$ cat src/rtl/lsu_mem_master.sv
// Load/store initiator for the data memory port: one request at a time, aligned accesses in one beat,
// misaligned halfword/word accesses split into byte beats and reassembled.
module lsu_mem_master #(
   parameter int DATA_WIDTH       = 32,
   parameter int ADDR_WIDTH       = 32,
   parameter int SPLIT_MISALIGNED = 1
) (
   input  logic                  clk,
   input  logic                  rst,
   input  logic                  req_valid,
   output logic                  req_ready,
   input  logic [3:0]            req_op,
   input  logic [ADDR_WIDTH-1:0] req_addr,
   input  logic [DATA_WIDTH-1:0] req_wdata,
   output logic                  resp_valid,
   output logic [DATA_WIDTH-1:0] resp_rdata,
   output logic                  resp_err,
   output logic [3:0]            mem_addr_mode,
   output logic [ADDR_WIDTH-1:0] mem_addr,
   output logic [DATA_WIDTH-1:0] mem_wdata,
   input  logic [DATA_WIDTH-1:0] mem_rdata
);

   typedef enum logic [1:0] {IDLE, BEAT, RESP} state_t;

   localparam logic [3:0] OP_LB  = 4'b0000;
   localparam logic [3:0] OP_LH  = 4'b0001;
   localparam logic [3:0] OP_LW  = 4'b0010;
   localparam logic [3:0] OP_LBU = 4'b0011;
   localparam logic [3:0] OP_LHU = 4'b0100;
   localparam logic [3:0] OP_SB  = 4'b0101;
   localparam logic [3:0] OP_SH  = 4'b0110;
   localparam logic [3:0] OP_SW  = 4'b0111;

   state_t                state_q, state_d;
   logic [3:0]            op_q;
   logic [ADDR_WIDTH-1:0] addr_q;
   logic [DATA_WIDTH-1:0] wdata_q;
   logic                  split_q;
   logic [1:0]            last_q;
   logic [1:0]            beat_q;
   logic [DATA_WIDTH-1:0] asm_q, asm_next;
   logic [DATA_WIDTH-1:0] rdata_q, ext_rdata;
   logic                  err_q;

   logic req_illegal, req_misaligned, req_reject, is_store, last_beat;

   // Request classification is done on the live request so the first beat can follow acceptance directly.
   assign req_illegal    = req_op[3];
   assign req_misaligned = ((req_op == OP_LH || req_op == OP_LHU || req_op == OP_SH) && req_addr[0]) ||
                           ((req_op == OP_LW || req_op == OP_SW) && (req_addr[1:0] != 2'b00));
   assign req_reject     = req_illegal || (req_misaligned && (SPLIT_MISALIGNED == 0));

   assign is_store  = (op_q == OP_SB) || (op_q == OP_SH) || (op_q == OP_SW);
   assign last_beat = !split_q || (beat_q == last_q);

   assign req_ready  = (state_q == IDLE) && !rst;
   assign resp_valid = (state_q == RESP) && !rst;
   assign resp_rdata = resp_valid ? rdata_q : '0;
   assign resp_err   = resp_valid && err_q;

   // NOTE: every always_comb output gets a default first so no path leaves it unassigned (no latch).
   always_comb begin
      state_d       = state_q;
      mem_addr_mode = OP_LW;
      mem_addr      = '0;
      mem_wdata     = '0;
      asm_next      = asm_q;
      asm_next[{beat_q, 3'b000} +: 8] = mem_rdata[7:0];

      case (op_q)
         OP_LH:   ext_rdata = {{(DATA_WIDTH-16){asm_next[15]}}, asm_next[15:0]};
         OP_LHU:  ext_rdata = {{(DATA_WIDTH-16){1'b0}}, asm_next[15:0]};
         default: ext_rdata = asm_next;
      endcase

      case (state_q)
         IDLE: begin
            if (req_valid && req_ready)
               state_d = req_reject ? RESP : BEAT;
         end
         BEAT: begin
            // Outputs drop to the non-store default under reset so an aborted split store writes nothing more.
            if (!rst) begin
               if (split_q) begin
                  mem_addr_mode = is_store ? OP_SB : OP_LBU;
                  mem_addr      = addr_q + ADDR_WIDTH'(beat_q);
                  if (is_store)
                     mem_wdata[7:0] = wdata_q[{beat_q, 3'b000} +: 8];
               end else begin
                  mem_addr_mode = op_q;
                  mem_addr      = addr_q;
                  mem_wdata     = wdata_q;
               end
            end
            if (last_beat)
               state_d = RESP;
         end
         RESP:    state_d = IDLE;
         default: state_d = IDLE;
      endcase
   end

   // NOTE: sequential state uses non-blocking assignments only, so every register samples pre-edge values.
   always_ff @(posedge clk) begin
      if (rst) begin
         state_q <= IDLE;
         op_q    <= OP_LW;
         addr_q  <= '0;
         wdata_q <= '0;
         split_q <= 1'b0;
         last_q  <= 2'd0;
         beat_q  <= 2'd0;
         asm_q   <= '0;
         rdata_q <= '0;
         err_q   <= 1'b0;
      end else begin
         state_q <= state_d;
         case (state_q)
            IDLE: begin
               if (req_valid) begin
                  op_q    <= req_op;
                  addr_q  <= req_addr;
                  wdata_q <= req_wdata;
                  split_q <= req_misaligned;
                  last_q  <= (req_op == OP_LW || req_op == OP_SW) ? 2'd3 : 2'd1;
                  beat_q  <= 2'd0;
                  asm_q   <= '0;
                  rdata_q <= '0;
                  err_q   <= req_reject;
               end
            end
            BEAT: begin
               if (split_q) begin
                  asm_q  <= asm_next;
                  beat_q <= beat_q + 2'd1;
                  if (last_beat && !is_store)
                     rdata_q <= ext_rdata;
               end else if (!is_store) begin
                  rdata_q <= mem_rdata;
               end
            end
            default: begin
               beat_q <= 2'd0;
               err_q  <= 1'b0;
            end
         endcase
      end
   end

endmodule

$ cat config.mk
export PLATFORM = sky130hd
export DESIGN_NAME = lsu_mem_master
export DESIGN_NICKNAME = d
export VERILOG_FILES = /design/src/rtl/lsu_mem_master.sv
export SDC_FILE = /design/constraint.sdc
export NUM_CORES = 1
export LEC_CHECK = 0
export CAP_MARGIN = 20
export CORE_MARGIN = 2
export CORE_UTILIZATION = 44
export CTS_BUF_LIST = sky130_fd_sc_hd__clkbuf_8
export DETAILED_ROUTE_END_ITERATION = 10
export HOLD_SLACK_MARGIN = 0.15
export PLACE_DENSITY = 0.74
export SYNTH_ARGS = -nofsm -noshare
export SYNTH_HDL_FRONTEND = slang
export SYNTH_SLANG_ARGS = --single-unit
$ cat constraint.sdc
create_clock -name clk -period 3.3 [get_ports clk]
set_input_delay 0.495 -clock clk [delete_from_list [all_inputs] [get_ports clk]]
set_output_delay 0.495 -clock clk [all_outputs]
set_load 0.01 [all_outputs]
==> flow_metrics.tcl <==
set metrics [dict create \
    fmax_ghz 0.3136 \
    die_w_um 133.7 \
    cp-start-kind "flip-flop" \
    core_sq_um 16520 \
    vdd_drop_max_v 0.0002508 \
    critPathRequiredTime_ps 2800 \
    clock_tree_from_tritoncts "built" \
    cts_buffer_depth 2 \
    setup_repair_after_global_routing_missed_its_margin "true" \
    last_weighted_congestion_value_of_the_routability_driven_placer 0.8562 \
    port_buffers 205 \
    post_route_cells_drive_above_1_share 0.1122 \
    critical_path.cell_chain "ha_4 > inv_1 > fa_2 > and4b_1 > nand3_2 > buf_6 > or4_4 > a21oi_1 > buf_2" \
    timing_worst_slew_pin_value_ps 828.2 \
    post_synth_instance_area_sq_um 7403 \
    post-route-period-util 0.9663 \
    floorplan.initialDensity 0.4480 \
    hold_crit_class "reg2reg" \
    insertion_delay_ps 460 \
    finalSetupTns_ps 0 \
    synth_seq_cells 140 \
    synth_top_area_frac 0.3786 \
    synth_most_common_cell "sky130_fd_sc_hd__nand2_1" \
    finalInstanceArea_sq_um 10200 \
    detailed_router_s_first_iteration_violation_count 544 \
    antennaDiodeCount 0 \
    largest_net_degree_at_the_start_of_global_routing 77 \
    netlist_top_cells_count "158 x sky130_fd_sc_hd__nand2_1, 140 x sky130_fd_sc_hd__dfxtp_1, 103 x sky130_fd_sc_hd__a21oi_1, 71 x sky130_fd_sc_hd__nor2_1, 67 x sky130_fd_sc_hd__clkbuf_1" \
    cts_max_level 4 \
    clkTransAtPathRegs_ps 80 \
    synthArstFlopShare 0 \
    criticalPathCategory "reg2out" \
    hp-start "rdata_q[27]" \
    die_area_sq_um 17880 \
    synth_area_leader_cell "sky130_fd_sc_hd__dfxtp_1" \
    cts_root_buf "sky130_fd_sc_hd__clkbuf_8" \
    synth_cell_types 61 \
    final_antenna_net_count 0 \
    filler_cells 1484 \
    critical_path.max_fanout 6 \
    postSynthNetCount 1054 \
    p_leak_nw 3.783 \
    grt_pass1_wl_um 37330 \
    beginning_of_the_worst_register_to_register_path "state_q[0]" \
    areaGrowthSynthToFinish_pct 37.82 \
    ys_top_cells_by_area "sky130_fd_sc_hd__dfxtp_1 38%, sky130_fd_sc_hd__nand2_1 8.0%, sky130_fd_sc_hd__a21oi_1 7.0%" \
    remaining_drc_errors 0 \
    synth_cells 943 \
    first_pass_iters 5 \
    hold_end "rdata_q[27]" \
    gr-total-overflow 0 \
    num-nets-final 1230 \
    synthesis.yosys.warnings 0 \
    floorplan.io_pins 206 \
    end_kind "primary output" \
    hpwlAfterDp_um 16030 \
    timing.rr.end "rdata_q[13]" \
    reg2reg_setup_slack_ps 830 \
    max_slew_margin 0.4479 \
    antenna_found_initial 0 \
    totalWireLength_um 23530 \
    reg2reg_depth 6 \
    fin_crit_ps 3189 \
    synth_edf_count 0 \
    power_density_nw_per_um2 381.6 \
    run_status "completed" \
    vias_per_cell 5.712 \
    cts-buffers-inserted 17 \
    routed_wire_length_per_instance_um 17.40 \
    timing.final.max_slew_violations 0 \
    clkSinkCount 140 \
    vias 7723 \
    min_delay_path_depth 1 \
    clock-skew-final_ps 14.25 \
    cpMaxStageDelayCell "sky130_fd_sc_hd__or4_4" \
    timing.critical_path.arrival_ps 2690 \
    synth_seq_area_share 0.3786 \
    core.rowCount 47 \
    timing.final.setup_violations 0 \
    max_stage_delay_ps 500 \
    groute.usage.overall 0.2585 \
    grt_pass1_vias 7231 \
    post_synth.cell_area_avg_sq_um 7.851 \
    drv_cap 0 \
    dpl-instance-area_sq_um 9652 \
    report.final.hold_viol_count 0 \
    die_y_um 133.7 \
    ys.flop_type "sky130_fd_sc_hd__dfxtp_1" \
]
worst max-delay path: cells and delay by family, from the launching register on:
kind / cells / cell delay (ps)
simple gates: 3 / 920
fa+ha+maj: 2 / 480
buf+inv: 3 / 350
compound gates: 1 / 130
flops: 1 / 370
how the worst max path moves through the flow:
stage	start	endpoint	slack [ps]
2_1_floorplan	beat_q[1]	mem_addr[26]	420
3_3_place_gp	addr_q[0]	mem_addr[18]	110
3_5_place_dp	beat_q[1]	mem_addr[18]	80
4_1_cts	addr_q[0]	mem_addr[16]	0.5
5_1_grt	addr_q[1]	mem_addr[13]	-10
6_report	addr_q[0]	mem_addr[18]	110
logic make-up (layout without fill, tap and decap cells):
| logic type | after synthesis | count (layout) | share of synthesized area |
|---|---|---|---|
| and+or+nand+nor | 410 | 410 | 0.2756 |
| AOI/OAI and AO/OA | 248 | 248 | 0.2251 |
| DFF | 140 | 140 | 0.3786 |
| buffers and inverters | 111 | 300 | 0.05915 |
| muxes | 15 | 15 | 0.03397 |
| xor gates and xnor gates | 11 | 11 | 0.01301 |
| adders and majority gates | 8 | 8 | 0.01453 |
power by group:
| group | leakage, nW | total, mW | internal, mW | switching [mW] |
|---|---|---|---|---|
| combinational | 2.42 | 0.492 | 0.232 | 0.260 |
| clock | 0.225 | 1.58 | 0.869 | 0.708 |
| sequential | 1.14 | 1.82 | 1.76 | 0.0682 |
| total | 3.78 | 3.89 | 2.86 | 1.04 |
metal layers:
metal,part of all wire,track usage,wire length [um],up-vias
li1,-,-,-,3750
met2,0.47,0.4211,11080,284
met5,0,0,0,-
met4,0.020,0.08274,471,0
met3,0.080,0.07116,1879,33
met1,0.43,0.3325,10100,3656
sequential cells by signal, indices dropped and copies added, names as in the netlist:
signal,count
err_q,1
rdata_q,32
op_q,4
asm_q,32
beat_q,2
state_q,2
wdata_q,32
split_q,1
addr_q,32
last_q,2
final cells by class:
class | instances | area, sq um | area share
well taps | 220 | 275.3 | 0.02698
repair buffers | 239 | 2275 | 0.2229
flip-flops and latches | 140 | 2810 | 0.2754
clock inverters | 13 | 187.7 | 0.01839
inverters | 29 | 108.9 | 0.01067
multi-input cells | 692 | 4285 | 0.4200
clock buffers | 19 | 261.5 | 0.02563
what timing repair did:
item	CTS	global route
endpoints found under the setup margin	19	19
setup buffers	1	3
cloned	0	1
gates resized for setup	32	37
hold endpoints to repair	0	0
pin swaps	0	4
hold buffers	0	0
stage by stage:
stage          setup slack [ps]  total power [mW]  hold slack, ps  instances    util
2_1_floorplan             424.0             2.109           424.2        943       -
3_3_place_gp              109.6             2.340           440.5       1315  0.5841
3_5_place_dp              76.60             2.350           443.1       1315  0.5841
4_1_cts                  0.4980             3.908           467.9       1348  0.6129
5_1_grt                  -10.02             4.039           480.3       1352  0.6175
6_report                  111.2             3.894           463.8       1352  0.6175
cells in the final DEF, fill, tap and decap left out, types with 19 or more instances in the layout:
cell type and n:
sky130_fd_sc_hd__buf_4 32, sky130_fd_sc_hd__dfxtp_1 136, sky130_fd_sc_hd__clkdlybuf4s50_1 183, sky130_fd_sc_hd__a22oi_1 48, sky130_fd_sc_hd__nor2_1 71, sky130_fd_sc_hd__clkbuf_8 19
sky130_fd_sc_hd__a21oi_1 102, sky130_fd_sc_hd__and2_1 28, sky130_fd_sc_hd__nand2_1 157, sky130_fd_sc_hd__and3_1 27, sky130_fd_sc_hd__inv_1 28
Note: power is estimated with default switching activity, not from simulation.
